[src/rtl/pe_array_pkg.sv]
`default_nettype none
// ============================================================================
// Package : pe_array_pkg
// Brief   : Shared PE array geometry, drain FSM states and column result type.
// Rev     : 1.0 - initial release
// ============================================================================
package pe_array_pkg;

  localparam int ROW_NUM                = 4;
  localparam int COLUMN_NUM             = 4;
  localparam int BINARY_OUTPUT_BITWIDTH = 8;
  localparam int UNARY_WEIGHT_BITWIDTH  = 16;
  localparam int ROW_CNT_BITWIDTH       = 8;

  typedef enum logic [2:0] {
    IDLE    = 3'd0,
    COMPUTE = 3'd1,
    READ    = 3'd2,
    CAPTURE = 3'd3,
    DRAIN   = 3'd4,
    DONE    = 3'd5
  } drain_state_t;

  typedef logic [COLUMN_NUM-1:0][BINARY_OUTPUT_BITWIDTH-1:0] col_result_t;

endpackage
`default_nettype wire

[src/rtl/pe_array_output_drain_serializer.sv]
`default_nettype none
// ============================================================================
// Module : pe_out_serializer
// Brief  : Captures one PE row result and streams it column by column (valid/ready).
// Rev    : 1.0 - initial release
// ============================================================================
module pe_out_serializer #(
  parameter int COLUMN_NUM             = 4,
  parameter int BINARY_OUTPUT_BITWIDTH = 8,
  parameter int ROW_CNT_BITWIDTH       = 8,
  parameter int COL_IDX_BITWIDTH       = $clog2(COLUMN_NUM)
) (
  input  logic                                             clk,
  input  logic                                             reset,
  input  logic                                             load,
  input  logic [COLUMN_NUM-1:0][BINARY_OUTPUT_BITWIDTH-1:0] load_data,
  input  logic [ROW_CNT_BITWIDTH-1:0]                      row,
  input  logic                                             last_row,
  input  logic                                             out_ready,
  output logic                                             out_valid,
  output logic [BINARY_OUTPUT_BITWIDTH-1:0]                out_data,
  output logic [COL_IDX_BITWIDTH-1:0]                      out_col,
  output logic [ROW_CNT_BITWIDTH-1:0]                      out_row,
  output logic                                             out_last,
  output logic                                             drained
);
  import pe_array_pkg::*;

  localparam logic [COL_IDX_BITWIDTH-1:0] C_LAST_COL = COL_IDX_BITWIDTH'(COLUMN_NUM - 1);

  logic [COLUMN_NUM-1:0][BINARY_OUTPUT_BITWIDTH-1:0] r_capture;
  logic [COL_IDX_BITWIDTH-1:0]                       r_col;
  logic                                              r_valid;
  logic                                              w_xfer;
  logic                                              w_last_col;

  assign w_xfer     = r_valid && out_ready;
  assign w_last_col = (r_col == C_LAST_COL);

  // Column index and capture only move on a transfer, so a stalled beat stays put.
  always_ff @(posedge clk or posedge reset) begin
    if (reset) begin
      r_capture <= '0;
      r_col     <= '0;
      r_valid   <= 1'b0;
    end else if (load) begin
      r_capture <= load_data;
      r_col     <= '0;
      r_valid   <= 1'b1;
    end else if (w_xfer) begin
      if (w_last_col) begin
        r_col   <= '0;
        r_valid <= 1'b0;
      end else begin
        r_col   <= r_col + COL_IDX_BITWIDTH'(1);
      end
    end
  end

  assign out_valid = r_valid;
  assign out_data  = r_valid ? r_capture[r_col] : '0;
  assign out_col   = r_valid ? r_col : '0;
  assign out_row   = r_valid ? row : '0;
  assign out_last  = r_valid && w_last_col && last_row;
  assign drained   = w_xfer && w_last_col;

endmodule
`default_nettype wire

[src/rtl/pe_array_output_drain.sv]
`default_nettype none
// ============================================================================
// Module : pe_array_output_drain
// Brief  : Per-row compute/read sequencing of PE_array and result drain to the output buffer.
// Rev    : 1.0 - initial release
// ============================================================================
module pe_array_output_drain #(
  parameter int ROW_NUM                = pe_array_pkg::ROW_NUM,
  parameter int COLUMN_NUM             = pe_array_pkg::COLUMN_NUM,
  parameter int BINARY_OUTPUT_BITWIDTH = pe_array_pkg::BINARY_OUTPUT_BITWIDTH,
  parameter int UNARY_WEIGHT_BITWIDTH  = pe_array_pkg::UNARY_WEIGHT_BITWIDTH,
  parameter int ROW_CNT_BITWIDTH       = pe_array_pkg::ROW_CNT_BITWIDTH,
  parameter int COL_IDX_BITWIDTH       = $clog2(COLUMN_NUM)
) (
  input  logic                                             clk,
  input  logic                                             reset,
  input  logic                                             start,
  input  logic [ROW_CNT_BITWIDTH-1:0]                      tile_count,
  output logic                                             busy,
  output logic                                             done,
  output logic [ROW_NUM-1:0][COLUMN_NUM-1:0]               output_num_reg_en,
  output logic [ROW_NUM-1:0][COLUMN_NUM-1:0]               output_num_reg_r0w1,
  input  logic [COLUMN_NUM-1:0][BINARY_OUTPUT_BITWIDTH-1:0] b_output_stream,
  output logic                                             out_valid,
  input  logic                                             out_ready,
  output logic [BINARY_OUTPUT_BITWIDTH-1:0]                out_data,
  output logic [COL_IDX_BITWIDTH-1:0]                      out_col,
  output logic [ROW_CNT_BITWIDTH-1:0]                      out_row,
  output logic                                             out_last
);
  import pe_array_pkg::*;

  localparam int                CNT_W      = $clog2(UNARY_WEIGHT_BITWIDTH + 1);
  localparam logic [CNT_W-1:0]  C_CNT_LAST = CNT_W'(UNARY_WEIGHT_BITWIDTH - 1);

  drain_state_t                r_state;
  drain_state_t                w_next_state;
  logic [ROW_CNT_BITWIDTH-1:0] r_tile_count;
  logic [ROW_CNT_BITWIDTH-1:0] r_row;
  logic [CNT_W-1:0]            r_cnt;
  logic                        w_last_row;
  logic                        w_compute_end;
  logic                        w_load;
  logic                        w_drained;

  assign w_last_row    = (r_row == r_tile_count - ROW_CNT_BITWIDTH'(1));
  assign w_compute_end = (r_state == COMPUTE) && (r_cnt == C_CNT_LAST);
  assign w_load        = (r_state == CAPTURE);

  always_ff @(posedge clk or posedge reset) begin
    if (reset) begin
      r_state <= IDLE;
    end else begin
      r_state <= w_next_state;
    end
  end

  always_ff @(posedge clk or posedge reset) begin
    if (reset) begin
      r_tile_count <= '0;
      r_row        <= '0;
      r_cnt        <= '0;
    end else begin
      if ((r_state == IDLE) && start) begin
        r_tile_count <= tile_count;
        r_row        <= '0;
      end else if ((r_state == DRAIN) && w_drained && !w_last_row) begin
        r_row        <= r_row + ROW_CNT_BITWIDTH'(1);
      end
      // Held at zero outside COMPUTE so each row's compute window starts from 0.
      r_cnt <= ((r_state == COMPUTE) && !w_compute_end) ? r_cnt + CNT_W'(1) : '0;
    end
  end

  always_comb begin
    w_next_state = r_state;
    case (r_state)
      IDLE:    if (start) w_next_state = (tile_count == '0) ? DONE : COMPUTE;
      COMPUTE: if (w_compute_end) w_next_state = READ;
      READ:    w_next_state = CAPTURE;
      CAPTURE: w_next_state = DRAIN;
      DRAIN:   if (w_drained) w_next_state = w_last_row ? DONE : COMPUTE;
      DONE:    w_next_state = IDLE;
      default: w_next_state = IDLE;
    endcase
  end

  always_comb begin
    busy                = 1'b0;
    done                = 1'b0;
    output_num_reg_en   = '0;
    output_num_reg_r0w1 = '0;
    case (r_state)
      COMPUTE: begin
        busy                = 1'b1;
        output_num_reg_en   = '1;
        output_num_reg_r0w1 = '1;
      end
      READ: begin
        busy              = 1'b1;
        output_num_reg_en = '1;
      end
      CAPTURE: busy = 1'b1;
      DRAIN:   busy = 1'b1;
      DONE:    done = 1'b1;
      default: ;
    endcase
  end

  pe_out_serializer #(
    .COLUMN_NUM             (COLUMN_NUM),
    .BINARY_OUTPUT_BITWIDTH (BINARY_OUTPUT_BITWIDTH),
    .ROW_CNT_BITWIDTH       (ROW_CNT_BITWIDTH),
    .COL_IDX_BITWIDTH       (COL_IDX_BITWIDTH)
  ) u_serializer (
    .clk       (clk),
    .reset     (reset),
    .load      (w_load),
    .load_data (b_output_stream),
    .row       (r_row),
    .last_row  (w_last_row),
    .out_ready (out_ready),
    .out_valid (out_valid),
    .out_data  (out_data),
    .out_col   (out_col),
    .out_row   (out_row),
    .out_last  (out_last),
    .drained   (w_drained)
  );

endmodule
`default_nettype wire

[config.mk]
export PLATFORM = sky130hd
export DESIGN_NAME = pe_array_output_drain
export DESIGN_NICKNAME = d
export VERILOG_FILES = /design/src/rtl/pe_array_pkg.sv /design/src/rtl/pe_array_output_drain_serializer.sv /design/src/rtl/pe_array_output_drain.sv
export SDC_FILE = /design/constraint.sdc
export NUM_CORES = 1
export LEC_CHECK = 0
export ABC_AREA = 1
export CORE_MARGIN = 1.5
export CORE_UTILIZATION = 25
export DETAILED_ROUTE_END_ITERATION = 12
export PLACE_DENSITY_LB_ADDON = 0.12
export SLEW_MARGIN = 20
export SYNTH_ARGS = -nofsm -noshare
export SYNTH_HDL_FRONTEND = slang
export SYNTH_SLANG_ARGS = --single-unit
[constraint.sdc]
create_clock -name clk -period 3.7 [get_ports clk]
set_input_delay 0.37 -clock clk [delete_from_list [all_inputs] [get_ports clk]]
set_output_delay 0.37 -clock clk [all_outputs]
set_load 0.03 [all_outputs]
==> impl_results.md <==
- Commonest non-fill, non-tap cell in the layout: nand2_1
- Rows: 42
- Post-synthesis sequential area ratio: 0.424
- Port Buffers: 97
- Routed len/inst: roughly 13 µm
- Max-slew violations: 0
- Maxcap violations: 0
- Worst-Skew Late Latency: ~0.33 ns
- Routability Congestion: around 0.8
- Reg power frac: 0.235
- Antenna diode count: 0
- Post-synthesis cell count: 467
- Initial Utilization: 0.260
- Pre-CTS WS: between 0.9 and 1 ns
- Crit path DAT: roughly 2.7 ns
- Layout cell share with drive strength beyond 1: 0.0798
- Synthesis Warnings: 0
- Antenna violations before repair: 0
- Min Tclk post-route: between 3 and 4 ns
- P&R area growth vs syn: 35.5%
- Die Ht: between 100 and 150 µm
- Worst path required time: ~3.3 ns
- Grt total ovfl: 0
- R2R Path Start: u_serializer.r_col[0]$_DFFE_PP0P_
- RSZ-0062 raised after global routing: no
- Clock Pin Slew Worst Setup and Hold Paths: around 0.060 ns
- Final core utilization: 0.352
- CTS tree: done
- Post-synth net total: 516
- Setup bufs post-CTS: 0
- Least-Margin Pin Slew: 0.883 ns
- Net count, final: 583
- Clk_skew: around 0.0073 ns
- Rel. slew slack: 0.411
- Final ANT Viol Nets: 0
- Worst hold path type: input pin to async pin
- Deepest clock path buffer count: 2
- Sink Count: 59
- CTS resizes: 0
- Gate power share: 0.589
- Htree depth: 3
- Psw: 0.00227 W
- Status: finished, final reports clean
- Setup-failing EPs final: 0
- CP Class: register to output pin
- Leading area contributor after synthesis: dfrtp_1
- RR Endpoint: r_row[7]$_DFFE_PP0P_
- Number of remaining DRC errors: 0
- Number of distinct library cells after synthesis: 29
- Layout Cells excl Fill: between 700 and 800
- First-pass DRT Iterations: 5
- FMAX: roughly 330 MHz
- Cts bufs inserted: 9
- Setup tns final: 0 ns
- Die Span X: between 100 and 150 µm
- Final Cycle Share: 0.824
- Clock power share: 0.176
- Placed Instances: about 700
- Global Route Usage Sum: 0.133
- Final hold viol count: 0
- Pwr/cell area: ~1000 nW/µm²
- Most frequent cells in the layout: 143 x nand2_1, 97 x clkdlybuf4s50_1, 59 x dfrtp_1, 58 x inv_1, 33 x o21ai_0
- Mapped cell area: roughly 3500 µm²
- Routed vias: around 3,000
- Final worst slack: 0.651 ns
- Drt via density: ~4.2
- Initial drt markers: between 100 and 150
- Die area: between 10,000 and 15,000 µm²
- Startpoint Class: register
- Reg2Reg Depth: 8
- Final wirelength: around 9200 µm
- Vias in the first global route: a little under 3,000
- Switch share: 0.477
- Cts hold-fix bufs: 0
- Max FO, Critical Path: 10
- R2r setup slk: 1.46 ns
- IO Count: 98
- Synth top area cells: dfrtp_1 42%, nand2_1 15%, buf_4 6.7%, inv_1 6.4%, o21ai_0 4.7%
- Clk root buf: clkbuf_16
- CP endpoint kind: output pin
- Core ar.: 13,400 µm²
- Share of the synthesized area in the top cell type: 0.424
- Register bit total from synthesis: 59
- Max rail drop VDD: roughly 0.00047 V
- Static Leak: approximately 2.3 nW
- First-pass GRT wire length: 15,000 µm
- Internal power: ~0.0025 W
- Hpwl dp: 6670 µm
- Largest net degree at the start of global routing: 32
- Synthesized area per cell: 7.45 µm²
==> kinds of logic after synthesis <==
family / share of synthesized area
DFF: 0.424
buffers and inverters: 0.159
xor gates and xnor gates: 0.0201
adders and majority gates: 0.0180
AOI/OAI and AO/OA: 0.0942
and+or+nand+nor: 0.284
==> routing by layer <==
metal,global-route usage,wire length [µm],up-vias
met5,0,0,-
met4,0.0419,30,0
met3,0.0423,543,2
met2,0.205,4140,84
met1,0.176,4450,1370
li1,-,-,1556
==> per-stage QoR <==
step / area, µm² / power, W / hold slack, ns
finish: 4710 / 0.00476 / 0.393
global route: 4710 / 0.00512 / 0.437
CTS: 4710 / 0.00484 / 0.398
detailed placement: 4410 / 0.00397 / 0.459
global placement: 4410 / 0.00395 / 0.449
floorplan: 3480 / 0.00326 / 0.432
==> power by group through the flow <==
stage / Combinational [W] / Clock, W / Sequential, W
after floorplan: 0.00222 / 0 / 0.00103
after global placement: 0.00282 / 0 / 0.00113
after detailed placement: 0.00283 / 0 / 0.00113
after CTS: 0.00284 / 0.000867 / 0.00112
after global routing: 0.00306 / 0.000889 / 0.00116
final: 0.00280 / 0.000838 / 0.00112
==> synth_stat cells <==
cell type  number
nand2_1       143
o21ai_1         1
clkbuf_8        1
inv_1          59
nor2_2          3
o211ai_1        8
nand2_4         2
nor3_2          1
clkbuf_1        8
nor2_4          3
o21ai_0        33
nand3_1        23
xor2_1          6
inv_2           5
nand3_2         2
nor2_1         28
a21oi_1        18
nand3_4         1
clkinv_1        2
nand2_8         1
nor3_1          5
nand2_2         2
dfrtp_1        59
buf_4          31
ha_1            5
a211oi_1        1
xnor2_1         2
nand4_1         8
buf_2           6
==> cell type report <==
class / count / area, µm²
clock buffers: 11 / 233
clock inverters: 5 / 62.6
fillers: 1446 / 8690
inverters: 66 / 248
multi-input cells: 296 / 1470
flip-flops and latches: 59 / 1480
well taps: 176 / 220
repair buffers: 102 / 1010
==> critical path: stages, from the launching register on <==
cell	delay, ns
dfrtp_1	0.38
inv_2	0.08
ha_1	0.31
nand2_1	0.07
inv_1	0.04
nor2_1	0.07
nand2_1	0.05
nor2_1	0.18
nand3_4	0.09
nor2_4	0.12
nand2_4	0.13
nor3_2	0.14
clkdlybuf4s50_1	0.69
==> registers in the layout, indices dropped and copies added (netlist names) <==
register and flops:
u_serializer.r_capture 32, r_row 8, r_tile_count 8, r_cnt 5, r_state 3, u_serializer.r_col 2, u_serializer.out_valid 1
==> worst max path at each step <==
stage | start | cells after the start | slack [ns] | end
after floorplan | r_state[1]$_DFFE_PP0P_ | 4 | 0.51 | output_num_reg_en[10]
after global placement | r_tile_count[0]$_DFFE_PP0P_ | 12 | 1.02 | out_last
after detailed placement | r_tile_count[0]$_DFFE_PP0P_ | 12 | 0.98 | out_last
after CTS | r_tile_count[0]$_DFFE_PP0P_ | 12 | 0.60 | out_last
after global routing | r_tile_count[0]$_DFFE_PP0P_ | 12 | 0.47 | out_last
final | r_tile_count[0]$_DFFE_PP0P_ | 12 | 0.65 | out_last
Note: power is estimated with default switching activity, not from simulation.
